## src/rtl/coefficient_load_controller_pkg.sv

```systemverilog
// Shared definitions for the coefficient source, the load controller and the FIR.
// State encodings and default filter geometry live here so all three agree.
package coefficient_load_controller_pkg;

    localparam int DEFAULT_LENGTH     = 20;
    localparam int DEFAULT_DATA_WIDTH = 8;
    // Capture count must be able to hold LENGTH itself, so 2**COUNT_WIDTH > LENGTH.
    localparam int DEFAULT_COUNT_WIDTH = 5;

    localparam logic [1:0] ST_IDLE  = 2'd0;
    localparam logic [1:0] ST_LOAD  = 2'd1;
    localparam logic [1:0] ST_RUN   = 2'd2;
    localparam logic [1:0] ST_ERROR = 2'd3;

    typedef enum logic [1:0] {
        IDLE  = ST_IDLE,
        LOAD  = ST_LOAD,
        RUN   = ST_RUN,
        ERROR = ST_ERROR
    } state_t;

    function automatic int count_width_for(input int length);
        return $clog2(length + 1);
    endfunction

endpackage

```

## src/rtl/coefficient_load_controller_bank.sv

```systemverilog
// Coefficient register bank: LENGTH x DATA_WIDTH, synchronous clear and single write port.
// Latency: write visible one edge after it is sampled; no backpressure, always accepts.
module coefficientBank #(
    parameter int LENGTH      = 20,
    parameter int DATA_WIDTH  = 8,
    parameter int INDEX_WIDTH = 5
) (
    input  logic                         clock,
    input  logic                         reset,
    input  logic                         clear,
    input  logic                         writeEnable,
    input  logic [INDEX_WIDTH-1:0]       writeIndex,
    input  logic [DATA_WIDTH-1:0]        writeData,
    output logic [LENGTH*DATA_WIDTH-1:0] coefficients
);

    logic [DATA_WIDTH-1:0] regs [LENGTH];

    always_ff @(posedge clock or negedge reset) begin
        if (!reset) begin
            for (int k = 0; k < LENGTH; k++) regs[k] <= '0;
        end else begin
            for (int k = 0; k < LENGTH; k++) begin
                if (clear)
                    regs[k] <= '0;
                else if (writeEnable && writeIndex == INDEX_WIDTH'(k))
                    regs[k] <= writeData;
            end
        end
    end

    for (genvar g = 0; g < LENGTH; g++) begin : g_flat
        assign coefficients[g*DATA_WIDTH +: DATA_WIDTH] = regs[g];
    end

endmodule

```

## src/rtl/coefficient_load_controller.sv

```systemverilog
// Sequences a coefficient load from the serial source into the bank, then enables the FIR.
// Latency: request -> busy after 2 edges; completion flag -> filterEnable/loadError after 1 edge.
// No backpressure: one coefficient accepted per cycle while busy; requests during a load are dropped.
module coefficient_load_controller
    import coefficient_load_controller_pkg::*;
#(
    parameter int LENGTH      = DEFAULT_LENGTH,
    parameter int DATA_WIDTH  = DEFAULT_DATA_WIDTH,
    parameter int COUNT_WIDTH = DEFAULT_COUNT_WIDTH,
    parameter int TIMEOUT     = 64
) (
    input  logic                         clock,
    input  logic                         reset,
    input  logic                         loadRequest,
    input  logic signed [DATA_WIDTH-1:0] coefficientIn,
    input  logic                         coefficientValid,
    input  logic                         filterSetFlag,
    output logic                         coefficientEnable,
    output logic [LENGTH*DATA_WIDTH-1:0] coefficientsOut,
    output logic                         filterEnable,
    output logic                         busy,
    output logic                         loadError
);

    localparam int IDLE_WIDTH = $clog2(TIMEOUT + 1);

    state_t                  state;
    state_t                  nextState;
    logic                    requestPending;
    logic [COUNT_WIDTH-1:0]  count;
    logic [IDLE_WIDTH-1:0]   idleCount;

    logic                    startLoad;
    logic                    capture;
    logic                    overflow;
    logic                    timedOut;
    logic [COUNT_WIDTH-1:0]  countNext;
    logic [IDLE_WIDTH-1:0]   idleNext;

    assign startLoad = requestPending && (state != LOAD);
    assign capture   = (state == LOAD) && coefficientValid && (count < COUNT_WIDTH'(LENGTH));
    assign overflow  = (state == LOAD) && coefficientValid && (count == COUNT_WIDTH'(LENGTH));
    assign countNext = count + COUNT_WIDTH'(capture);
    assign idleNext  = coefficientValid ? '0 : idleCount + IDLE_WIDTH'(1);
    assign timedOut  = (state == LOAD) && !coefficientValid && (idleNext == IDLE_WIDTH'(TIMEOUT));

    // Completion counts the same-cycle capture; overflow and timeout win over the flag.
    always_comb begin
        nextState = state;
        case (state)
            IDLE, RUN, ERROR: if (requestPending) nextState = LOAD;
            LOAD: begin
                if (overflow || timedOut)
                    nextState = ERROR;
                else if (filterSetFlag)
                    nextState = (countNext == COUNT_WIDTH'(LENGTH)) ? RUN : ERROR;
            end
            default: nextState = IDLE;
        endcase
    end

    always_ff @(posedge clock or negedge reset) begin
        if (!reset) begin
            state             <= IDLE;
            requestPending    <= 1'b0;
            count             <= '0;
            idleCount         <= '0;
            coefficientEnable <= 1'b0;
            busy              <= 1'b0;
            filterEnable      <= 1'b0;
            loadError         <= 1'b0;
        end else begin
            state          <= nextState;
            requestPending <= loadRequest && (nextState != LOAD);
            if (startLoad) begin
                count     <= '0;
                idleCount <= '0;
            end else if (state == LOAD) begin
                count     <= countNext;
                idleCount <= idleNext;
            end
            coefficientEnable <= (nextState == LOAD);
            busy              <= (nextState == LOAD);
            filterEnable      <= (nextState == RUN);
            loadError         <= (nextState == ERROR);
        end
    end

    coefficientBank #(
        .LENGTH      (LENGTH),
        .DATA_WIDTH  (DATA_WIDTH),
        .INDEX_WIDTH (COUNT_WIDTH)
    ) u_bank (
        .clock        (clock),
        .reset        (reset),
        .clear        (startLoad),
        .writeEnable  (capture),
        .writeIndex   (count),
        .writeData    (coefficientIn),
        .coefficients (coefficientsOut)
    );

endmodule

```

## config.mk

```make
export PLATFORM = sky130hd
export DESIGN_NAME = coefficient_load_controller
export DESIGN_NICKNAME = d
export VERILOG_FILES = /design/src/rtl/coefficient_load_controller_pkg.sv /design/src/rtl/coefficient_load_controller_bank.sv /design/src/rtl/coefficient_load_controller.sv
export SDC_FILE = /design/constraint.sdc
export NUM_CORES = 1
export LEC_CHECK = 0
export ABC_AREA = 1
export CORE_ASPECT_RATIO = 1.1
export CORE_MARGIN = 1
export CORE_UTILIZATION = 49
export DETAILED_ROUTE_END_ITERATION = 16
export GPL_TIMING_DRIVEN = 1
export PLACE_DENSITY = 0.89
export SYNTH_ARGS = -nofsm -noshare
export SYNTH_HDL_FRONTEND = slang
export SYNTH_SLANG_ARGS = --single-unit
```

## constraint.sdc

```tcl
create_clock -name clock -period 2.5 [get_ports clock]
set_clock_uncertainty 0.05 [all_clocks]
set_input_delay 0.25 -clock clock [delete_from_list [all_inputs] [get_ports clock]]
set_output_delay 0.25 -clock clock [all_outputs]
set_load 0.01 [all_outputs]
```

==> Yosys cells after proc, flatten, opt, wreduce, memory -nomap -nowiden <==
Cells that the tools add are included.
{ "word_totals": {"input_bits": 13, "out_inout_bits": 164, "wordCells": 163, "regBits": 178} }
{ "op_classes": {"reduce_logical": 53, "order_cmp": 1, "eq_ne": 30, "add_sub_neg": 2, "muxes": 50} }
{ "ops": {"columns": ["cell", "n"], "rows": [
  ["$mux W8", 40],
  ["$reduce_bool A2 Y1", 21],
  ["$eq A5 B4 Y1 const B", 8],
  ["$eq A5 B5 Y1 const B", 6],
  ["$logic_and A1 B1 Y1", 27],
  ["$mux W7", 3],
  ["$eq A5 B3 Y1 const B", 4],
  ["$eq A5 B2 Y1 const B", 2],
  ["$mux W5", 2],
  ["$eq A2 B2 Y1 const B", 4],
  ["$add A7 B1 Y7 const B", 1],
  ["$eq A7 B7 Y1 const B", 1],
  ["$mux W2", 3],
  ["$add A5 B1 Y5", 1],
  ["$eq A5 B1 Y1 const B", 1],
  ["$logic_not A5 Y1", 1],
  ["$lt A5 B5 Y1 const B", 1],
  ["$eq A2 B1 Y1 const B", 2],
  ["$ne A2 B1 Y1 const B", 2],
  ["$pmux W2 S2", 1],
  ["$reduce_or A3 Y1", 1],
  ["$logic_not A2 Y1", 1],
  ["$logic_not A1 Y1", 1],
  ["$logic_or A1 B1 Y1", 1],
  ["$mux W1", 1]
]} }

==> Logic depth before layout (Yosys ltp) <==
Gate-level depths: netlist of run 1.
{ "depth": {"word_depth": 11, "depth_mapped": 15} }

==> Modules after synthesis <==
A second synthesis of run 1 with hierarchy kept.
{ "hier_totals": {"cells_unflattened": 881, "area_unflattened_um2": 7768.7} }
{ "modules_own_cells": {"columns": ["mod", "area_per_inst_um2", "cells_each", "seq_area_each_um2", "instances"], "rows": [
  ["coefficientBank", 6746.5, 760, 4003.8, 1],
  ["coefficient_load_controller", 1022.2, 121, 450.4, 1]
]} }

==> Least setup slack after synthesis of run 1 <==
OpenSTA, ideal clock, no wires.
{ "synth_path": {"path_type": "reg-to-reg", "start": "register state[1]", "end": "register requestPending", "t_arrival_ps": 1887, "synth_period_minus_slack_ps": 2008, "required_time_ps": 2379, "stages_incl_launch_ff": 13, "setup_ps": 71, "slack_ps": 492, "cell_sequence": "dfrtp_1 -> inv_1 -> nand2_4 -> nor2_4 -> o21ai_1 -> inv_1 -> ha_1 -> ha_1 -> nor3_1 -> nand4_1 -> o21ai_1 -> nor2_1 -> nor2_1"} }
{ "synth_via": {"elab_chain_len": 11, "word_cells_on_any_way": 20} }
{ "synth_rtl": {"columns": ["item", "line", "text"], "rows": [
  ["from (decl)", "coefficient_load_controller.sv:27", "state_t state;"],
  ["from (signal assigned)", "coefficient_load_controller.sv:73", "state <= nextState;"],
  ["$eq A2 B1 Y1", null, null],
  ["$logic_and A1 B1 Y1", "coefficient_load_controller.sv:41, coefficient_load_controller.sv:42", null],
  ["$logic_and A1 B1 Y1", "coefficient_load_controller.sv:41", "assign capture = (state == LOAD) && coefficientValid && (count < COUNT_WIDTH'(LENGTH));"],
  ["$add A5 B1 Y5", "coefficient_load_controller.sv:43", "assign countNext = count + COUNT_WIDTH'(capture);"],
  ["$eq A5 B5 Y1", "coefficient_load_controller.sv:56", "nextState = (countNext == COUNT_WIDTH'(LENGTH)) ? RUN : ERROR;"],
  ["$mux W1", "coefficient_load_controller.sv:56", null],
  ["$mux W2", "coefficient_load_controller.sv:55", "else if (filterSetFlag)"],
  ["$mux W2", "coefficient_load_controller.sv:53", "if (overflow || timedOut)"],
  ["$pmux W2 S2 (*)", "coefficient_load_controller.sv:50", "case (state)"],
  ["$ne A2 B1 Y1 (*)", "coefficient_load_controller.sv:74", "requestPending <= loadRequest && (nextState != LOAD);"],
  ["$logic_and A1 B1 Y1 (*)", "coefficient_load_controller.sv:74", null],
  ["to (signal assigned)", "coefficient_load_controller.sv:74", null],
  ["to (decl)", "coefficient_load_controller.sv:29", "logic requestPending;"]
]} }
Mark *: on every way between the ends. The rest lies on a longest branch, timed or not.
A chain may end at the register's enable or synchronous reset.

==> Final worst setup path of run 1 <==
{ "layout_path": {"start": "register count[4]", "end": "register requestPending"} }
{ "layout_via": {"elab_chain_len": 10, "word_cells_on_any_way": 13} }
{ "layout_rtl": {"columns": ["item", "line", "text"], "rows": [
  ["from (decl)", "coefficient_load_controller.sv:30", "logic [COUNT_WIDTH-1:0] count;"],
  ["from (signal assigned)", "coefficient_load_controller.sv:79", "count <= countNext;"],
  ["$lt A5 B5 Y1", "coefficient_load_controller.sv:41", null],
  ["$logic_and A1 B1 Y1", "coefficient_load_controller.sv:41", null],
  ["$add A5 B1 Y5", "coefficient_load_controller.sv:43", null],
  ["$eq A5 B5 Y1", "coefficient_load_controller.sv:56", null],
  ["$mux W1", "coefficient_load_controller.sv:56", null],
  ["$mux W2", "coefficient_load_controller.sv:55", null],
  ["$mux W2 (*)", "coefficient_load_controller.sv:53", null],
  ["$pmux W2 S2 (*)", "coefficient_load_controller.sv:50", null],
  ["$ne A2 B1 Y1 (*)", "coefficient_load_controller.sv:74", null],
  ["$logic_and A1 B1 Y1 (*)", "coefficient_load_controller.sv:74", null]
]} }
Marks and branches as above.

==> Implementation_results.wiki, run 1 <==
{| class="wikitable"
! Metric !! Value
|-
| Status || complete, no violations
|-
| Max-slew headroom at the worst pin || 27.45%
|-
| Overflow left after global routing || 0
|-
| Hold path endpoint || requestPending$_DFF_PN0_
|-
| Finished Cell Area || 9414 um2
|-
| Leading area contributor after synthesis || sky130_fd_sc_hd__dfrtp_1
|-
| Grt met3 use || 8.170%
|-
| Slowest stage delay, CP || 460 ps
|-
| Buffers added on ports || 176
|-
| Layout Area Growth over Synthesis || 36.80%
|-
| Worst reg-to-reg setup slack || 230 ps
|-
| Antenna Nets Post-Route || 0
|-
| Setup Crit Path Kind || reg -> reg
|-
| Overall track demand over capacity in global routing || 26.58%
|-
| Setup violation total in the final timing report || 0
|-
| Syn Area/Cell || 9.775 um2
|-
| Clk Tree Root Cell || sky130_fd_sc_hd__clkbuf_16
|-
| Crit-path max FO || 7
|-
| CTS tree || done
|-
| Clock sink total || 178
|-
| Type of element capturing the critical path || flop
|-
| FFs w/ async S/R, synth || 100.0%
|-
| Die ar. || 14520 um2
|-
| Shortest clock period the worst path allows after layout || 2266 ps
|-
| Worst hold margin || 330.3 ps
|-
| Number of enable-type register cells in the synthesized netlist || 0
|-
| Post-synthesis sequential area ratio || 64.73%
|-
| Core footprint || 13740 um2
|-
| Final period utilization || 90.65%
|-
| Syn Inst Count || 704
|-
| Wire length after detailed routing || 18.17 mm
|-
| Unique masters post-synth || 29
|-
| # nets final || 895
|-
| Vias after detailed routing || 5569
|-
| Bufs and invs on worst path || 2
|-
| Global placement routability congestion || 0.8667
|-
| Cell count after placement || 1047
|-
| Worst-margin pin slew || 1083 ps
|-
| Origin of the critical flop-to-flop path || count[4]$_DFFE_PN0P_
|-
| Filler Cell Count || 1064
|-
| Number of design-rule violations left by the first detailed-router iteration || 342
|-
| DRC violations left || 0
|-
| Met1 track utilization from global routing || 35.01%
|-
| Clk_lat worst skew || 420 ps
|-
| GR peak layer || met2
|-
| Count of antenna diodes in the layout || 0
|-
| Initial standard-cell utilization of the core || 50.09%
|-
| Global Route met2 Usage || 42.03%
|-
| Number of vias per cell after detailed routing || 5.156
|-
| Count of final max-slew check failures || 0
|-
| Setup TNS after final layout || 0 ps
|-
| Critical path data arrival time || 2570 ps
|-
| Proportion of netlist area held by the largest area contributor || 64.73%
|-
| Standard-cell rows || 45
|-
| Largest net degree at the start of global routing || 72
|-
| Detail-routed net length per standard cell || 16.82 um
|-
| Maximum root-to-sink buffer count || 2
|-
| Synthesized netlist net count || 720
|-
| Global-route wire length before repair || 28.97 mm
|-
| Die width || 115.0 um
|-
| Die height || 126.3 um
|-
| Worst path cell trace || inv_1, o21ai_1, inv_1, ha_1, ha_1, nor3_1, nand4_1, o21ai_2, nor2_1, nor2_1
|-
| Biggest area contributors in the synthesized netlist || sky130_fd_sc_hd__dfrtp_1 (65%), sky130_fd_sc_hd__o21ai_0 (12%), sky130_fd_sc_hd__nand2_1 (11%)
|-
| Maxcap violations || 0
|-
| RSZ-0062 raised after global routing || false
|-
| Worst-path clk slew || 60 ps
|-
| Type of the most critical hold path || in -> reg
|-
| Library cell contributing the largest single delay on the critical path || sky130_fd_sc_hd__dfrtp_1
|-
| Share of final-layout standard cells stronger than drive strength 1 || 7.175%
|-
| Vias in the first global route || 5407
|-
| Kind of cell with the highest combined delay on the critical path || adder cells
|-
| DPL Wire Length || 12.44 mm
|-
| Timing-limited maximum frequency || 441.2 MHz
|-
| Instance area after placement || 8827 um2
|-
| Initial antenna violation count || 0
|-
| R2r endpoint || requestPending$_DFF_PN0_
|-
| Number of cells on the worst reg-to-reg path || 10
|-
| Lkg Pwr || 4.310 nW
|-
| Min-Delay Startpoint || loadRequest
|-
| Final-report hold violation count || 0
|-
| Power density cells || 1370 nW/um2
|-
| Number of stages on the worst hold path || 3
|-
| Number of placed I/O pins || 177
|-
| H-tree level count || 4
|-
| Layout Cells excl Fill || 1080
|-
| Number of iterations in the first detailed-routing pass || 5
|-
| Worst vdd ir || 0.7884 mV
|-
| Yosys reg bits || 178
|-
| Type of origin of the critical path || flop
|-
| Required time worst endpoint || 2800 ps
|-
| CTS buffer count || 17
|-
| Synth Flop Type || sky130_fd_sc_hd__dfrtp_1
|-
| Area of the mapped netlist || 6882 um2
|-
| Yosys synthesis warning count || 0
|}
[Yosys cell counts (2+ instances only)]
library cell,instances
sky130_fd_sc_hd__nand2_1,204
sky130_fd_sc_hd__nor3_4,2
sky130_fd_sc_hd__a21oi_1,5
sky130_fd_sc_hd__inv_1,33
sky130_fd_sc_hd__dfrtp_1,178
sky130_fd_sc_hd__clkbuf_1,18
sky130_fd_sc_hd__nand3_1,21
sky130_fd_sc_hd__o21ai_0,167
sky130_fd_sc_hd__buf_4,2
sky130_fd_sc_hd__ha_1,3
sky130_fd_sc_hd__buf_6,4
sky130_fd_sc_hd__nor2_1,20
sky130_fd_sc_hd__o22ai_1,5
sky130_fd_sc_hd__inv_2,3
sky130_fd_sc_hd__buf_2,16
sky130_fd_sc_hd__xor2_1,2
sky130_fd_sc_hd__nand4_1,3
sky130_fd_sc_hd__nor3_1,2
sky130_fd_sc_hd__o21ai_1,6
[state kept, by name (all words and copies together), names as in the netlist]
signal and flops:
u_bank.coefficients 160, busy 1, filterEnable 1, count 5, idleCount 7, requestPending 1
loadError 1, state 2
[timing repair]
action / in CTS / in global routing
endpoints found under the hold margin: 65 / 0
setup buffers: 0 / 0
hold buffers: 1 / 0
endpoints found under the setup margin: 0 / 1
resized for setup: 0 / 1
[tightest hold or removal path, delay by kind of cell]
family	cells	cell delay [ps]
AND/OR/NAND/NOR	1	40
buffers and inverters	2	470
[power by group]
part / internal (mW) / switching (mW) / leakage, nW
sequential: 4.10 / 0.752 / 2.27
clock: 1.46 / 1.10 / 0.278
combinational: 2.63 / 2.85 / 1.77
total: 8.19 / 4.70 / 4.31
[area by class of cell]
cell class              instances  area (um2)  area share [%]
multi-input cells             448        2073           22.02
inverters                      38       150.1           1.595
clock inverters                10       98.84           1.050
repair buffers                196        1928           20.48
clock buffers                  22       474.2           5.037
well taps                     188       235.2           2.499
flip-flops and latches        178        4454           47.32
[per-stage QoR]
| stage | power [mW] | util, % | setup slack [ps] |
|---|---|---|---|
| 2_1_floorplan | 7.265 | - | 491.9 |
| 3_3_place_gp | 10.12 | 64.25 | 67.63 |
| 3_5_place_dp | 10.33 | 64.25 | 18.53 |
| 4_1_cts | 12.94 | 68.50 | 197.1 |
| 5_1_grt | 13.69 | 68.52 | 24.80 |
| 6_report | 12.89 | 68.52 | 233.7 |
[layer usage]
layer | vias to the layer above | routed length (um)
met4 | 0 | 368
met1 | 2720 | 7650
met2 | 167 | 8908
li1 | 2652 | -
met3 | 30 | 1239
met5 | - | 0
[kinds of logic after synthesis]
family / after synthesis / synth area share, %
AO/OA/AOI/OAI: 186 / 13.80
flip-flops: 178 / 64.73
AND/OR/NAND/NOR: 256 / 15.35
adder cells (fa/ha/maj): 3 / 0.5455
buffers and inverters: 78 / 5.200
XOR/XNOR: 3 / 0.3819
[worst max path at each step]
stage,start,endpoint,cells past startpoint
5_1_grt,count[4]$_DFFE_PN0P_,u_bank.coefficients[43]$_DFFE_PN0P_,5
6_report,count[4]$_DFFE_PN0P_,requestPending$_DFF_PN0_,10
4_1_cts,count[4]$_DFFE_PN0P_,requestPending$_DFF_PN0_,10
2_1_floorplan,state[1]$_DFF_PN0_,requestPending$_DFF_PN0_,12
3_5_place_dp,coefficientValid,requestPending$_DFF_PN0_,15
3_3_place_gp,coefficientValid,requestPending$_DFF_PN0_,12
[cell usage in the layout (no fill, tap or decap), types with 17 or more instances in the layout]
| cell | n |
|---|---|
| sky130_fd_sc_hd__inv_1 | 33 |
| sky130_fd_sc_hd__clkbuf_16 | 17 |
| sky130_fd_sc_hd__nand2_1 | 204 |
| sky130_fd_sc_hd__nor2_1 | 20 |
| sky130_fd_sc_hd__dfrtp_1 | 178 |
| sky130_fd_sc_hd__o21ai_0 | 167 |
| sky130_fd_sc_hd__nand3_1 | 21 |
| sky130_fd_sc_hd__clkdlybuf4s50_1 | 175 |
| sky130_fd_sc_hd__buf_4 | 18 |
Power figures use the tool's default switching activity.
==> run 2: changes to the inputs <==
--- a/config.mk
+++ b/config.mk
@@ -11,7 +11,7 @@
 export CORE_UTILIZATION = 49
 export DETAILED_ROUTE_END_ITERATION = 16
 export GPL_TIMING_DRIVEN = 1
-export PLACE_DENSITY = 0.89
+export PLACE_DENSITY = 0.88
 export SYNTH_ARGS = -nofsm -noshare
 export SYNTH_HDL_FRONTEND = slang
 export SYNTH_SLANG_ARGS = --single-unit
==> Implementation_results.wiki, run 2 (synthesis gave the netlist of run 1 again) <==
{| class="wikitable"
! Metric !! Value
|-
| Clk Tree Root Cell || sky130_fd_sc_hd__clkbuf_16
|-
| DPL Wire Length || 12.31 mm (-1.1%)
|-
| Status || complete, no violations
|-
| Layout Area Growth over Synthesis || 37.22%
|-
| Launching element of the worst setup path || count[4]$_DFFE_PN0P_
|-
| Power density cells || 1383 nW/um2 (+0.99%)
|-
| Critical path data arrival time || 2670 ps (+100 ps)
|-
| Core footprint || 13740 um2 (unchanged)
|-
| Finished Core Util || 68.73% (+0.21 points)
|-
| Lkg Pwr || 4.307 nW (about the same)
|-
| Clock sink total || 178 (unchanged)
|-
| Worst path cell trace || inv_1, o21ai_1, inv_1, ha_1, ha_1, nor3_1, nand4_1, o21ai_2, nor2_1, nor2_1
|-
| Detail-routed net length per standard cell || 17.43 um (+3.6%)
|-
| Overall track demand over capacity in global routing || 27.43% (+0.86 points)
|-
| Total number of cells along the worst setup path || 10 (unchanged)
|-
| Number of cells on the worst reg-to-reg path || 10 (unchanged)
|-
| Flip-flop count of the largest register after layout || 160 (unchanged)
|-
| Standard-cell rows || 45 (unchanged)
|-
| R2r endpoint || requestPending$_DFF_PN0_
|-
| Maximum root-to-sink buffer count || 2 (unchanged)
|-
| Global placement routability congestion || 0.8719 (+0.60%)
|-
| Final-report hold violation count || 0 (unchanged)
|-
| Number of vias per cell after detailed routing || 5.255 (+1.9%)
|-
| DRC violations left || 0 (unchanged)
|-
| Overflow left after global routing || 0 (unchanged)
|-
| Most frequent standard cell in the layout excluding fill and tap cells || sky130_fd_sc_hd__nand2_1
|-
| Count of final max-slew check failures || 0 (unchanged)
|-
| Type of the most critical hold path || in -> reg
|-
| Filler Cell Count || 1049 (-1.4%)
|-
| Worst-path clk slew || 60 ps (about the same)
|-
| RSZ-0062 raised after global routing || false
|-
| CTS tree || done
|-
| Finished Cell Area || 9443 um2 (+0.31%)
|-
| Initial antenna violation count || 0 (unchanged)
|-
| Design Power || 13.06 mW (+1.3%)
|-
| Commonest cells after routing, fill and taps aside || sky130_fd_sc_hd__nand2_1 (204), sky130_fd_sc_hd__dfrtp_1 (178), sky130_fd_sc_hd__clkdlybuf4s50_1 (175)
|-
| Worst-margin pin slew || 1199 ps (+115.8 ps)
|-
| Type of origin of the critical path || flop
|-
| Minimum setup slack after placement || 10.02 ps (-8.513 ps)
|-
| Count of antenna diodes in the layout || 0 (unchanged)
|-
| # nets final || 892 (-0.34%)
|-
| Worst reg-to-reg setup slack || 130 ps (-100 ps)
|-
| Die height || 126.3 um (unchanged)
|-
| Setup Crit Path Kind || reg -> reg
|-
| Required time worst endpoint || 2810 ps (about the same)
|-
| Number of design-rule violations left by the first detailed-router iteration || 400 (+17%)
|-
| Die width || 115.0 um (unchanged)
|-
| Final worst slack || 132.8 ps (-100.8 ps)
|-
| Bufs and invs on worst path || 2 (unchanged)
|-
| Kind of cell with the highest combined delay on the critical path || simple AND/OR/NAND/NOR gates
|-
| Share of final-layout standard cells stronger than drive strength 1 || 7.087% (-0.088 points)
|-
| H-tree level count || 4 (unchanged)
|-
| Maxcap violations || 0 (unchanged)
|-
| CTS buffer count || 17 (unchanged)
|-
| End point of the critical path || requestPending$_DFF_PN0_
|-
| Antenna Nets Post-Route || 0 (unchanged)
|-
| Largest net degree at the start of global routing || 80 (+11%)
|-
| Initial standard-cell utilization of the core || 50.09% (unchanged)
|-
| Cell count after placement || 1044 (-0.29%)
|-
| Worst hold margin || 307.9 ps (-22.39 ps)
|-
| Global-route wire length before repair || 29.88 mm (+3.1%)
|-
| Layout Cells excl Fill || 1077 (-0.28%)
|-
| Number of placed I/O pins || 177 (unchanged)
|-
| Timing-limited maximum frequency || 422.4 MHz (-4.3%)
|-
| Number of iterations in the first detailed-routing pass || 5 (unchanged)
|-
| Wire length after detailed routing || 18.77 mm (+3.3%)
|-
| Setup violation total in the final timing report || 0 (unchanged)
|-
| Die ar. || 14520 um2 (unchanged)
|-
| Crit-path max FO || 7 (unchanged)
|-
| Worst vdd ir || 0.7403 mV (-6.1%)
|-
| Vias after detailed routing || 5660 (+1.6%)
|-
| Instance area after placement || 8830 um2 (about the same)
|-
| Slowest stage delay, CP || 490 ps (+30 ps)
|-
| Shortest clock period the worst path allows after layout || 2367 ps (+100.8 ps)
|-
| Vias in the first global route || 5582 (+3.2%)
|-
| Final period utilization || 94.69% (+4.0 points)
|-
| Max-slew headroom at the worst pin || 19.69% (-7.8 points)
|-
| Origin of the critical flop-to-flop path || count[4]$_DFFE_PN0P_
|-
| Type of element capturing the critical path || flop
|-
| Library cell contributing the largest single delay on the critical path || sky130_fd_sc_hd__dfrtp_1
|-
| Clk_lat worst skew || 430 ps (about the same)
|-
| Buffers added on ports || 176 (unchanged)
|-
| Setup TNS after final layout || 0 ps (unchanged)
|}
## run 2: cell types whose count changed in the layout (fill, tap and decap cells not counted), sizes merged
cell	change
clkinvlp	+3
buf	-3
bufinv	+1
inv	-1
clkinv	-2
clkbuf	-1
## run 2: timing repair
item                                    CTS  global route
endpoints found under the setup margin    0             2
resized for setup                         0             2
setup buffers                             0             0
hold endpoints to repair                 76             0
hold buffers                              1             0
## run 2: layout make-up
cell class / count / area, um2 / area share [%]
Clock inverter: 11 / 125.1 / 1.325
Inverter: 38 / 150.1 / 1.590
Multi-Input combinational cell: 448 / 2077 / 22.00
Clock buffer: 21 / 470.5 / 4.982
Tap cell: 188 / 235.2 / 2.491
Sequential cell: 178 / 4454 / 47.17
Timing Repair Buffer: 193 / 1931 / 20.45
## run 2: worst min-delay path by stage
stage	start	end	cells after the start
after floorplan	reset	busy$_DFF_PN0_	0
after global placement	reset	u_bank.coefficients[42]$_DFFE_PN0P_	1
after detailed placement	reset	u_bank.coefficients[42]$_DFFE_PN0P_	1
after CTS	loadRequest	requestPending$_DFF_PN0_	3
after global routing	loadRequest	requestPending$_DFF_PN0_	3
final	loadRequest	requestPending$_DFF_PN0_	3
## run 2: per-layer routing
| layer | vias to the layer above | track usage (%) | part of all wire, % |
|---|---|---|---|
| li1 | 2640 | - | - |
| met4 | 0 | 11.00 | 2.3 |
| met2 | 223 | 44.05 | 49 |
| met1 | 2761 | 35.25 | 40 |
| met5 | - | 0 | 0 |
| met3 | 36 | 7.692 | 8.0 |
## run 2: power breakdown
| group | total, mW | leakage (nW) | switching [mW] | internal [mW] |
|---|---|---|---|---|
| registers | 4.85 | 2.27 | 0.745 | 4.10 |
| logic | 5.54 | 1.76 | 2.90 | 2.64 |
| clock network | 2.68 | 0.278 | 1.12 | 1.55 |
## run 2: worst register-to-register path, stage by stage (launching register included)
cell and delay, ps:
sky130_fd_sc_hd__dfrtp_1 490, sky130_fd_sc_hd__inv_1 200, sky130_fd_sc_hd__o21ai_1 220, sky130_fd_sc_hd__inv_1 90, sky130_fd_sc_hd__ha_1 210, sky130_fd_sc_hd__ha_1 290
sky130_fd_sc_hd__nor3_1 180, sky130_fd_sc_hd__nand4_1 140, sky130_fd_sc_hd__o21ai_2 230, sky130_fd_sc_hd__nor2_1 90, sky130_fd_sc_hd__nor2_1 100
==> run 3: changes to the inputs <==
--- a/config.mk
+++ b/config.mk
@@ -8,10 +8,13 @@
 export ABC_AREA = 1
 export CORE_ASPECT_RATIO = 1.1
 export CORE_MARGIN = 1
-export CORE_UTILIZATION = 49
+export CORE_UTILIZATION = 62
+export CTS_CLUSTER_DIAMETER = 200
 export DETAILED_ROUTE_END_ITERATION = 16
+export DONT_BUFFER_PORTS = 1
 export GPL_TIMING_DRIVEN = 1
-export PLACE_DENSITY = 0.88
+export PLACE_DENSITY = 0.86
+export SLEW_MARGIN = 5
 export SYNTH_ARGS = -nofsm -noshare
 export SYNTH_HDL_FRONTEND = slang
 export SYNTH_SLANG_ARGS = --single-unit
==> Implementation_results.wiki, run 3 (synthesis gave the netlist of run 1 again) <==
{| class="wikitable"
! Metric !! Value
|-
| RSZ-0062 raised after global routing || false
|-
| Number of iterations in the first detailed-routing pass || 5 (unchanged)
|-
| Clk Tree Root Cell || sky130_fd_sc_hd__clkbuf_16
|-
| Number of placed I/O pins || 177 (unchanged)
|-
| Worst hold margin || -529.0 ps (-836.9 ps)
|-
| Setup fix buffers added after clock tree synthesis || 0 (unchanged)
|-
| Shortest clock period the worst path allows after layout || 2236 ps (-131.3 ps)
|-
| Internal power component || 6.334 mW (-24%)
|-
| Antenna Nets Post-Route || 0 (unchanged)
|-
| Clk_lat worst skew || 420 ps (about the same)
|-
| H-tree level count || 4 (unchanged)
|-
| Clock network fraction of total power || 24.0% (+3.5 points)
|-
| Die width || 102.5 um (-11%)
|-
| Number of design-rule violations left by the first detailed-router iteration || 388 (-3.0%)
|-
| Crit-path max FO || 9 (+2)
|-
| Standard-cell rows || 39 (-13%)
|-
| Maxcap violations || 0 (unchanged)
|-
| Required time worst endpoint || 2800 ps (about the same)
|-
| Critical path data arrival time || 2530 ps (-140 ps)
|-
| CTS tree || done
|-
| Global-route wire length before repair || 26.14 mm (-12%)
|-
| Largest net degree at the start of global routing || 179 (+120%)
|-
| Vias in the first global route || 5004 (-10%)
|-
| Net switching component of the power || 4.316 mW (-9.5%)
|-
| Overall track demand over capacity in global routing || 30.69% (+3.3 points)
|-
| Hold buffer count at cts || 1 (unchanged)
|-
| Origin of the critical flop-to-flop path || state[1]$_DFF_PN0_
|-
| DPL Wire Length || 10.89 mm (-12%)
|-
| Overflow left after global routing || 0 (unchanged)
|-
| Buffers added on ports || 0 (-100%)
|-
| R2r endpoint || requestPending$_DFF_PN0_
|-
| Lkg Pwr || 3.580 nW (-17%)
|-
| Initial antenna violation count || 0 (unchanged)
|-
| Violations in the final reports || hold timing
|-
| DRC violations left || 0 (unchanged)
|-
| Switching power share of the total || 40.52% (+4.0 points)
|-
| Layout Area Growth over Synthesis || 8.727%
|-
| Gate power share || 23.2% (-19 points)
|-
| Library cell contributing the largest single delay on the critical path || sky130_fd_sc_hd__dfrtp_1
|-
| Core footprint || 10590 um2 (-23%)
|-
| Flip-flop count of the largest register after layout || 160 (unchanged)
|-
| Minimum setup slack after placement || 196.0 ps (+186.0 ps)
|-
| Max-slew headroom at the worst pin || 22.28% (+2.6 points)
|-
| Worst reg-to-reg setup slack || 260 ps (+130 ps)
|-
| Final-report hold violation count || 178 (+178)
|-
| Status || complete, but fails checks
|-
| Cell count after placement || 814 (-22%)
|-
| Final worst slack || 264.2 ps (+131.3 ps)
|-
| Sequential Power Share || 52.9% (+16 points)
|-
| # nets final || 707 (-21%)
|-
| Setup TNS after final layout || 0 ps (unchanged)
|-
| Power density cells || 1423 nW/um2 (+2.9%)
|-
| Commonest cells after routing, fill and taps aside || sky130_fd_sc_hd__nand2_1 (204), sky130_fd_sc_hd__dfrtp_1 (178), sky130_fd_sc_hd__o21ai_0 (167)
|-
| Final period utilization || 89.43% (-5.3 points)
|-
| Type of element capturing the critical path || flop
|-
| Type of the most critical hold path || in -> async
|-
| Share of final-layout standard cells stronger than drive strength 1 || 6.686% (-0.40 points)
|-
| Finished Core Util || 70.66% (+1.9 points)
|-
| Detail-routed net length per standard cell || 19.62 um (+13%)
|-
| Die ar. || 11530 um2 (-21%)
|-
| Layout Cells excl Fill || 846 (-21%)
|-
| Slowest stage delay, CP || 380 ps (-110 ps)
|-
| Count of final max-slew check failures || 0 (unchanged)
|-
| Type of origin of the critical path || flop
|-
| Maximum root-to-sink buffer count || 2 (unchanged)
|-
| Setup Crit Path Kind || reg -> reg
|-
| Number of cells on the worst reg-to-reg path || 12 (+2)
|-
| Filler Cell Count || 749 (-29%)
|-
| Number of vias per cell after detailed routing || 5.975 (+14%)
|-
| Setup violation total in the final timing report || 0 (unchanged)
|-
| Timing-limited maximum frequency || 447.3 MHz (+5.9%)
|-
| Total area of multi-input combinational cells || 2073 um2 (-0.18%)
|-
| Global placement routability congestion || 0.9503 (+9.0%)
|-
| Worst path cell trace || inv_1, nand2_4, nor2_4, o21ai_1, inv_1, ha_1, ha_1, nor3_1, nand4_1, o21ai_2, nor2_1, nor2_1
|-
| Worst-margin pin slew || 1160 ps (-38.61 ps)
|-
| CTS buffer count || 17 (unchanged)
|-
| Worst vdd ir || 0.7883 mV (+6.5%)
|-
| Area taken by flip-flops and latches || 4454 um2 (unchanged)
|-
| Wire length after detailed routing || 16.60 mm (-12%)
|-
| Clock sink total || 178 (unchanged)
|-
| Die height || 112.5 um (-11%)
|-
| Vias after detailed routing || 5055 (-11%)
|-
| Worst-path clk slew || 60 ps (about the same)
|-
| Count of antenna diodes in the layout || 0 (unchanged)
|-
| Initial standard-cell utilization of the core || 64.99% (+15 points)
|-
| Most frequent standard cell in the layout excluding fill and tap cells || sky130_fd_sc_hd__nand2_1
|}
-- run 3: changes by cell type in the layout (fill, tap and decap cells not counted), sizes merged --
cell,previous run,this run
inv,40,39
clkdlybuf4s50,175,0
clkbuf,21,23
buf,17,7
clkinvlp,5,3
-- run 3: worst max path at each step --
stage	start	end	slack, ps	cells after the start
2_1_floorplan	state[1]$_DFF_PN0_	requestPending$_DFF_PN0_	490	12
3_3_place_gp	state[1]$_DFF_PN0_	requestPending$_DFF_PN0_	370	15
3_5_place_dp	state[1]$_DFF_PN0_	requestPending$_DFF_PN0_	200	12
4_1_cts	state[1]$_DFF_PN0_	requestPending$_DFF_PN0_	180	12
5_1_grt	state[1]$_DFF_PN0_	requestPending$_DFF_PN0_	40	15
6_report	state[1]$_DFF_PN0_	requestPending$_DFF_PN0_	260	12
-- run 3: worst max-delay path: cells and delay by family, from the launching register on --
family | cells | cell delay (ps)
AND/OR/NAND/NOR | 6 | 780
AO/OA/AOI/OAI | 2 | 290
buffers and inverters | 2 | 210
adder cells (fa/ha/maj) | 2 | 440
flip-flops | 1 | 380
-- run 3: cell type report --
class | instances | share of cell area (%)
Timing Repair Buffer | 8 | 0.8361
Clock inverter | 8 | 1.405
Tap cell | 143 | 2.391
Multi-Input combinational cell | 448 | 27.71
Sequential cell | 178 | 59.53
Clock buffer | 23 | 6.120
Inverter | 38 | 2.007
-- run 3: through the flow --
| stage | power, mW | area [um2] |
|---|---|---|
| 6_report | 10.65 | 7482 |
| 5_1_grt | 11.31 | 7482 |
| 4_1_cts | 10.67 | 7478 |
| 3_5_place_dp | 8.093 | 6905 |
| 3_3_place_gp | 7.828 | 6905 |
| 2_1_floorplan | 7.265 | 6882 |
-- run 3: per-layer routing --
metal | track usage (%) | share of wire [%] | vias up | wire length, um
li1 | - | - | 2272 | -
met1 | 38.39 | 39 | 2497 | 6404
met2 | 48.53 | 49 | 244 | 8212
met3 | 11.15 | 9.4 | 42 | 1560
met4 | 12.10 | 2.6 | 0 | 424
met5 | 0 | 0 | - | 0
-- run 3: what timing repair did --
item / in CTS / in global routing
hold endpoints to repair: 179 / 178
endpoints found under the setup margin: 0 / 1
resized for setup: 0 / 1
-- run 3: power groups by stage --
stage          Combinational, mW  Sequential [mW]  Clock (mW)
6_report                    2.47             5.63        2.55
5_1_grt                     2.86             5.76        2.70
4_1_cts                     2.47             5.63        2.57
3_5_place_dp                2.45             5.65           0
3_3_place_gp                2.21             5.61           0
2_1_floorplan               1.98             5.29           0
